## src/rtl/sdram_arbiter_pkg.sv

```systemverilog
// Shared types and constants for the two-master SDRAM arbiter.
package sdram_arb_pkg;

    typedef enum logic [1:0] {
        IDLE = 2'd0,
        G0   = 2'd1,
        G1   = 2'd2
    } arb_state_t;

    localparam logic M_SOBEL = 1'b0;
    localparam logic M_HOST  = 1'b1;

endpackage

```

## src/rtl/sdram_arbiter_tag_fifo.sv

```systemverilog
// In-order owner-id FIFO: one entry per read in flight, popped per returned beat.
module tag_fifo #(
    parameter int DEPTH = 8
) (
    input  logic                     clk,
    input  logic                     reset_n,
    input  logic                     i_push,
    input  logic                     i_push_id,
    input  logic                     i_pop,
    output logic                     o_head_id,
    output logic                     o_full,
    output logic                     o_empty,
    output logic [$clog2(DEPTH):0]   o_count
);

    localparam int AW = $clog2(DEPTH);
    localparam int CW = AW + 1;

    logic [DEPTH-1:0] r_mem;
    logic [AW-1:0]    r_wr_ptr;
    logic [AW-1:0]    r_rd_ptr;
    logic [CW-1:0]    r_count;
    logic             w_do_push;
    logic             w_do_pop;

    assign o_full    = (r_count == CW'(DEPTH));
    assign o_empty   = (r_count == '0);
    assign o_count   = r_count;
    assign o_head_id = r_mem[r_rd_ptr];
    assign w_do_push = i_push & ~o_full;
    assign w_do_pop  = i_pop & ~o_empty;

    // DEPTH is a power of two, so the pointers wrap by natural overflow.
    always_ff @(posedge clk) begin
        if (!reset_n) begin
            r_wr_ptr <= '0;
            r_rd_ptr <= '0;
            r_count  <= '0;
        end else begin
            if (w_do_push) begin
                r_mem[r_wr_ptr] <= i_push_id;
                r_wr_ptr        <= r_wr_ptr + 1'b1;
            end
            if (w_do_pop) begin
                r_rd_ptr <= r_rd_ptr + 1'b1;
            end
            case ({w_do_push, w_do_pop})
                2'b10:   r_count <= r_count + 1'b1;
                2'b01:   r_count <= r_count - 1'b1;
                default: r_count <= r_count;
            endcase
        end
    end

endmodule

```

## src/rtl/sdram_arbiter.sv

```systemverilog
// Two-master Avalon-MM SDRAM arbiter: round-robin grant with bounded hold,
// in-order read-response routing through an owner-tag FIFO.
module sdram_arbiter
    import sdram_arb_pkg::*;
#(
    parameter int ADDR_W    = 32,
    parameter int DATA_W    = 16,
    parameter int MAX_OUTST = 8,
    parameter int HOLD      = 16
) (
    input  logic                       clk,
    input  logic                       reset_n,
    input  logic                       m0_read_n,
    input  logic                       m0_write_n,
    input  logic [ADDR_W-1:0]          m0_address,
    input  logic [1:0]                 m0_byteenable,
    input  logic [DATA_W-1:0]          m0_writedata,
    output logic                       m0_waitrequest,
    output logic                       m0_readdatavalid,
    output logic [DATA_W-1:0]          m0_readdata,
    input  logic                       m1_read_n,
    input  logic                       m1_write_n,
    input  logic [ADDR_W-1:0]          m1_address,
    input  logic [1:0]                 m1_byteenable,
    input  logic [DATA_W-1:0]          m1_writedata,
    output logic                       m1_waitrequest,
    output logic                       m1_readdatavalid,
    output logic [DATA_W-1:0]          m1_readdata,
    output logic                       s_read_n,
    output logic                       s_write_n,
    output logic                       s_chipselect,
    output logic [ADDR_W-1:0]          s_address,
    output logic [1:0]                 s_byteenable,
    output logic [DATA_W-1:0]          s_writedata,
    input  logic                       s_waitrequest,
    input  logic                       s_readdatavalid,
    input  logic [DATA_W-1:0]          s_readdata,
    output logic [1:0]                 grant,
    output logic [$clog2(MAX_OUTST):0] outstanding,
    output logic                       err_orphan
);

    localparam int HW = $clog2(HOLD + 1);

    arb_state_t       r_state;
    logic [1:0]       r_grant;
    logic             r_last;
    logic [HW-1:0]    r_hold;
    logic             r_orphan;

    logic             w_req0;
    logic             w_req1;
    logic             w_own;
    logic             w_active;
    logic             w_sel_read_n;
    logic             w_sel_write_n;
    logic             w_sel_rd;
    logic             w_sel_wr;
    logic             w_stall;
    logic             w_wait;
    logic             w_accept;
    logic             w_push;
    logic             w_pop;
    logic             w_orphan;
    logic             w_head;
    logic             w_full;
    logic             w_empty;
    logic [HW-1:0]    w_hold_nxt;
    logic             w_hold_done;
    logic [$clog2(MAX_OUTST):0] w_count;

    assign w_req0   = ~m0_read_n | ~m0_write_n;
    assign w_req1   = ~m1_read_n | ~m1_write_n;
    assign w_own    = (r_state == G1);
    assign w_active = (r_state != IDLE);

    assign w_sel_read_n  = w_own ? m1_read_n  : m0_read_n;
    assign w_sel_write_n = w_own ? m1_write_n : m0_write_n;

    // Read+write together forwards only the write.
    assign w_sel_wr = w_active & ~w_sel_write_n;
    assign w_sel_rd = w_active & ~w_sel_read_n & w_sel_write_n;
    assign w_stall  = w_sel_rd & w_full;
    assign w_wait   = s_waitrequest | w_stall;
    assign w_accept = (w_sel_rd | w_sel_wr) & ~w_wait;
    assign w_push   = w_accept & w_sel_rd;

    assign s_chipselect = 1'b1;
    assign s_read_n     = ~(w_sel_rd & ~w_stall);
    assign s_write_n    = ~w_sel_wr;
    assign s_address    = w_own ? m1_address    : m0_address;
    assign s_byteenable = w_own ? m1_byteenable : m0_byteenable;
    assign s_writedata  = w_own ? m1_writedata  : m0_writedata;

    assign m0_waitrequest = (r_state == G0) ? w_wait : 1'b1;
    assign m1_waitrequest = (r_state == G1) ? w_wait : 1'b1;

    assign w_pop    = s_readdatavalid & ~w_empty;
    assign w_orphan = s_readdatavalid & w_empty;

    assign m0_readdatavalid = w_pop & (w_head == M_SOBEL);
    assign m1_readdatavalid = w_pop & (w_head == M_HOST);
    assign m0_readdata      = s_readdata;
    assign m1_readdata      = s_readdata;

    assign grant       = r_grant;
    assign outstanding = w_count;
    assign err_orphan  = r_orphan;

    // Saturating count including the transfer accepted this cycle, so the
    // grant yields right after the HOLD-th transfer rather than one later.
    assign w_hold_nxt  = (r_hold == HW'(HOLD)) ? r_hold : r_hold + HW'(w_accept);
    assign w_hold_done = (w_hold_nxt == HW'(HOLD));

    tag_fifo #(
        .DEPTH (MAX_OUTST)
    ) u_tag_fifo (
        .clk       (clk),
        .reset_n   (reset_n),
        .i_push    (w_push),
        .i_push_id (w_own),
        .i_pop     (w_pop),
        .o_head_id (w_head),
        .o_full    (w_full),
        .o_empty   (w_empty),
        .o_count   (w_count)
    );

    always_ff @(posedge clk) begin
        if (!reset_n) begin
            r_state  <= IDLE;
            r_grant  <= '0;
            r_last   <= M_HOST;
            r_hold   <= '0;
            r_orphan <= 1'b0;
        end else begin
            if (w_orphan) begin
                r_orphan <= 1'b1;
            end
            case (r_state)
                IDLE: begin
                    r_hold <= '0;
                    if (w_req0 && (!w_req1 || r_last == M_HOST)) begin
                        r_state <= G0;
                        r_grant <= 2'b01;
                        r_last  <= M_SOBEL;
                    end else if (w_req1) begin
                        r_state <= G1;
                        r_grant <= 2'b10;
                        r_last  <= M_HOST;
                    end
                end
                G0: begin
                    if (!w_req0 || (w_hold_done && w_req1)) begin
                        r_hold <= '0;
                        if (w_req1) begin
                            r_state <= G1;
                            r_grant <= 2'b10;
                            r_last  <= M_HOST;
                        end else begin
                            r_state <= IDLE;
                            r_grant <= 2'b00;
                        end
                    end else begin
                        r_hold <= w_hold_nxt;
                    end
                end
                G1: begin
                    if (!w_req1 || (w_hold_done && w_req0)) begin
                        r_hold <= '0;
                        if (w_req0) begin
                            r_state <= G0;
                            r_grant <= 2'b01;
                            r_last  <= M_SOBEL;
                        end else begin
                            r_state <= IDLE;
                            r_grant <= 2'b00;
                        end
                    end else begin
                        r_hold <= w_hold_nxt;
                    end
                end
                default: begin
                    r_state <= IDLE;
                    r_grant <= 2'b00;
                    r_hold  <= '0;
                end
            endcase
        end
    end

endmodule
```

## config.mk

```make
export PLATFORM = sky130hd
export DESIGN_NAME = sdram_arbiter
export DESIGN_NICKNAME = d
export VERILOG_FILES = /design/src/rtl/sdram_arbiter_pkg.sv /design/src/rtl/sdram_arbiter_tag_fifo.sv /design/src/rtl/sdram_arbiter.sv
export SDC_FILE = /design/constraint.sdc
export NUM_CORES = 1
export LEC_CHECK = 0
export CAP_MARGIN = 5
export CORE_ASPECT_RATIO = 0.7
export CORE_MARGIN = 2
export CORE_UTILIZATION = 32
export CTS_CLUSTER_DIAMETER = 200
export DETAILED_ROUTE_END_ITERATION = 16
export PLACE_DENSITY = 0.94
export RECOVER_POWER = 50
export SLEW_MARGIN = 20
export SYNTH_ARGS = -nofsm -noshare
export SYNTH_HDL_FRONTEND = slang
export SYNTH_SLANG_ARGS = --single-unit
```

## constraint.sdc

```tcl
create_clock -name clk -period 4.4 [get_ports clk]
set_input_delay 0.88 -clock clk [delete_from_list [all_inputs] [get_ports clk]]
set_output_delay 0.88 -clock clk [all_outputs]
set_load 0.01 [all_outputs]
```

==> run summary <==
status -> completed
Achievable Freq -> 258 MHz
vias in the first global route -> 2388
Hold-fix buffers, CTS -> 0
core area -> 7350 um2
Yosys reg bits -> 27
Initial Util -> 0.332
Peak supply drop -> 0.000156 V
TritonCTS clock tree -> built
syn_nets -> 394
WS Path Type -> in -> out
CTS Root Buffer Type -> clkbuf_8
slowest stage cell on the critical path -> dlygate4sd3_1
Mapped Cells -> 258
Die Area -> 8350 um2
# placed instances -> 483
Worst Setup Start Kind -> primary input
CP most frequent cell -> a21oi_1
initial antenna violation count -> 0
ys flop type -> dfxtp_1
Clock Pin Slew Worst Setup and Hold Paths -> 0.10 ns
clock buffer depth -> 2
fraction of layout cells with a size suffix above 1 -> 0.165
via count -> 2331
XOR/XNOR Fraction of Synth Area -> 0.0359
post-synthesis adder-cell area fraction -> 0.0646
Leak -> 1.48 nW
crit path time final -> 3.87 ns
sequential element share of the synthesized area -> 0.254
Max stage delay on crit path -> 0.59 ns
Wirelength per Cell -> 17.6 um
routability congestion estimate from global placement -> 0.849
Max-cap violations -> 0
vias per cell -> 4.79
Slew @ Worst Pin -> 0.865 ns
Die X -> 108 um
PwrDens -> 374 nW/um2
postcts setup bufs -> 0
multi-input logic area -> 1500 um2
CTS buffer count -> 3
final setup TNS -> 0 ns
antenna-violating nets left -> 0
fin nets -> 526
number of flops mapped to enable cells by yosys -> 8
Clock Latency Late Sink -> 0.29 ns
GRT Util Overall -> 0.200
largest net degree at the start of global routing -> 45
global-route wire length before repair -> 12900 um
Layout Cells excl Fill -> 487
P&R area growth vs syn -> 65.2%
portion of netlist area occupied by mux cells -> 0.262
Hold Vio Cnt, Final -> 0
worst endpoint required time -> 3.52 ns
worst-path fanout max -> 4
Die Y-Extent -> 77.1 um
Critical Path Sink Type -> primary output
Synth Area in Compound Gates -> 0.0948
post-synthesis cell area -> 2440 um2
Remaining DRCs -> 0
ys async rst share -> 0
DP Wirelength -> 7210 um
initial DRC count -> 67
overall routed net length -> 8550 um
largest family of logic cells by synthesized area -> multiplexers
# resized after CTS -> 0
Cell variety after synth -> 45
Filler cells -> 657
syn avg cell area -> 9.46 um2
crit path cell chain -> dlygate4sd3_1 > or3b_1 > a21oi_1 > a21oi_1 > nand2_1 > clkdlybuf4s50_1
DR pass1 iterations -> 4
RSZ-0062 raised after global routing -> false
synth warn -> 0
grt ovf -> 0
Final Skew -> 0.00417 ns
# setup viols final -> 0
I/O Pins -> 220
CTS Sinks -> 27
simple-gate portion of the synthesized area -> 0.155
Rows -> 26
Tcrit/Tclk final -> 0.881
Rel. slew slack -> 0.415
H-tree depth -> 1
ant diodes -> 0
port bufs -> 170
max-slew violations -> 0
total area of sequential cells -> 621 um2
Hold Path Class -> reg -> reg
Critical Path AT -> 2.99 ns
worst hold slack -> 0.525 ns
critical path, delay by kind of cell:
kind,cells,cell delay (ns)
buffers and inverters,2,1.14
AO/OA/AOI/OAI,2,0.41
AND/OR/NAND/NOR,2,0.56
per-layer routing:
metal | GRT usage | vias up | share of wire
met2 | 0.342 | 109 | 0.50
met3 | 0.0510 | 7 | 0.076
met4 | 0.0462 | 0 | 0.010
met1 | 0.252 | 1084 | 0.41
li1 | - | 1131 | -
met5 | 0 | - | 0
worst paths after layout:
path                            cells past startpoint                    from                     end  slack (ns)
worst min register to register                      2  u_tag_fifo.r_rd_ptr[1]  u_tag_fifo.r_rd_ptr[1]        0.52
worst min-delay path                                2  u_tag_fifo.r_rd_ptr[1]  u_tag_fifo.r_rd_ptr[1]        0.52
worst max register to register                     12                grant[0]                  r_last        0.76
worst max-delay path                                6              m0_write_n          m1_waitrequest        0.53
report_power, final:
| group | leakage (nW) | internal, mW | total [mW] | switching, mW |
|---|---|---|---|---|
| registers | 0.228 | 0.289 | 0.323 | 0.0333 |
| clock network | 0.0217 | 0.0647 | 0.153 | 0.0888 |
| logic | 1.23 | 0.589 | 1.03 | 0.442 |
| total | 1.48 | 0.943 | 1.51 | 0.565 |
stage by stage:
step           setup slack, ns   util  instance area [um2]  total power [mW]
2_1_floorplan             1.07      -                 2440             0.902
3_3_place_gp             0.551  0.542                 3990              1.34
3_5_place_dp             0.408  0.542                 3990              1.37
4_1_cts                  0.661  0.549                 4040              1.52
5_1_grt                  0.398  0.549                 4030              1.59
6_report                 0.525  0.549                 4030              1.51
cells in the final DEF (no fill, tap or decap), types with 2 or more instances in the layout:
cell / Yosys / layout
nand2b_1: 7 / 7
edfxtp_1: 8 / 8
inv_1: 9 / 9
dlygate4sd3_1: 0 / 9
mux2_2: 50 / 50
xor2_1: 4 / 4
ha_1: 11 / 10
clkdlybuf4s50_1: 0 / 161
and2_1: 11 / 10
xnor2_1: 6 / 6
nor2b_1: 4 / 4
nor2_1: 13 / 13
a21oi_1: 9 / 9
a21boi_0: 2 / 2
o21ai_0: 5 / 5
a41o_1: 2 / 2
mux4_2: 2 / 2
nand2_1: 17 / 17
nand3_1: 6 / 6
nor3_1: 4 / 4
clkbuf_8: 0 / 3
mux2i_1: 2 / 2
nor3b_1: 2 / 2
dfxtp_1: 19 / 19
registers in the layout, summed over array words and instances, names as in the netlist:
register,cells
r_last,1
err_orphan,1
u_tag_fifo.o_count,4
r_hold,5
grant,2
u_tag_fifo.r_rd_ptr,3
u_tag_fifo.r_mem,8
u_tag_fifo.r_wr_ptr,3
logic make-up after synthesis:
kind of cell | after synthesis
compound gates | 29
xor+xnor | 10
fa+ha+maj | 12
buf+inv | 53
flops | 27
mux | 55
other cells | 1
simple gates | 71
final cells by class:
type / count / share of cell area
inverters: 9 / 0.00838
flip-flops and latches: 27 / 0.154
well taps: 98 / 0.0304
multi-input cells: 178 / 0.371
clock buffers: 3 / 0.0102
repair buffers: 171 / 0.424
clock inverters: 1 / 0.00186
cells in the mapped netlist, types with 2 or more instances:
cell type	n	area, um2
mux4_2	2	45.0
inv_1	9	33.8
nor2b_1	4	25.0
buf_4	33	248
a21boi_0	2	15.0
edfxtp_1	8	240
nor2_1	13	48.8
dfxtp_1	19	380
nor3b_1	2	15.0
xnor2_1	6	52.6
xor2_1	4	35.0
and2_1	11	68.8
ha_1	11	138
buf_1	2	7.51
nand2b_1	7	43.8
clkbuf_1	9	33.8
o21ai_0	5	25.0
a41o_1	2	20.0
nand3_1	6	30.0
mux2i_1	2	20.0
a21oi_1	9	45.0
mux2_2	50	563
nor3_1	4	20.0
nand2_1	17	63.8
(Power assumes the default switching activity.)
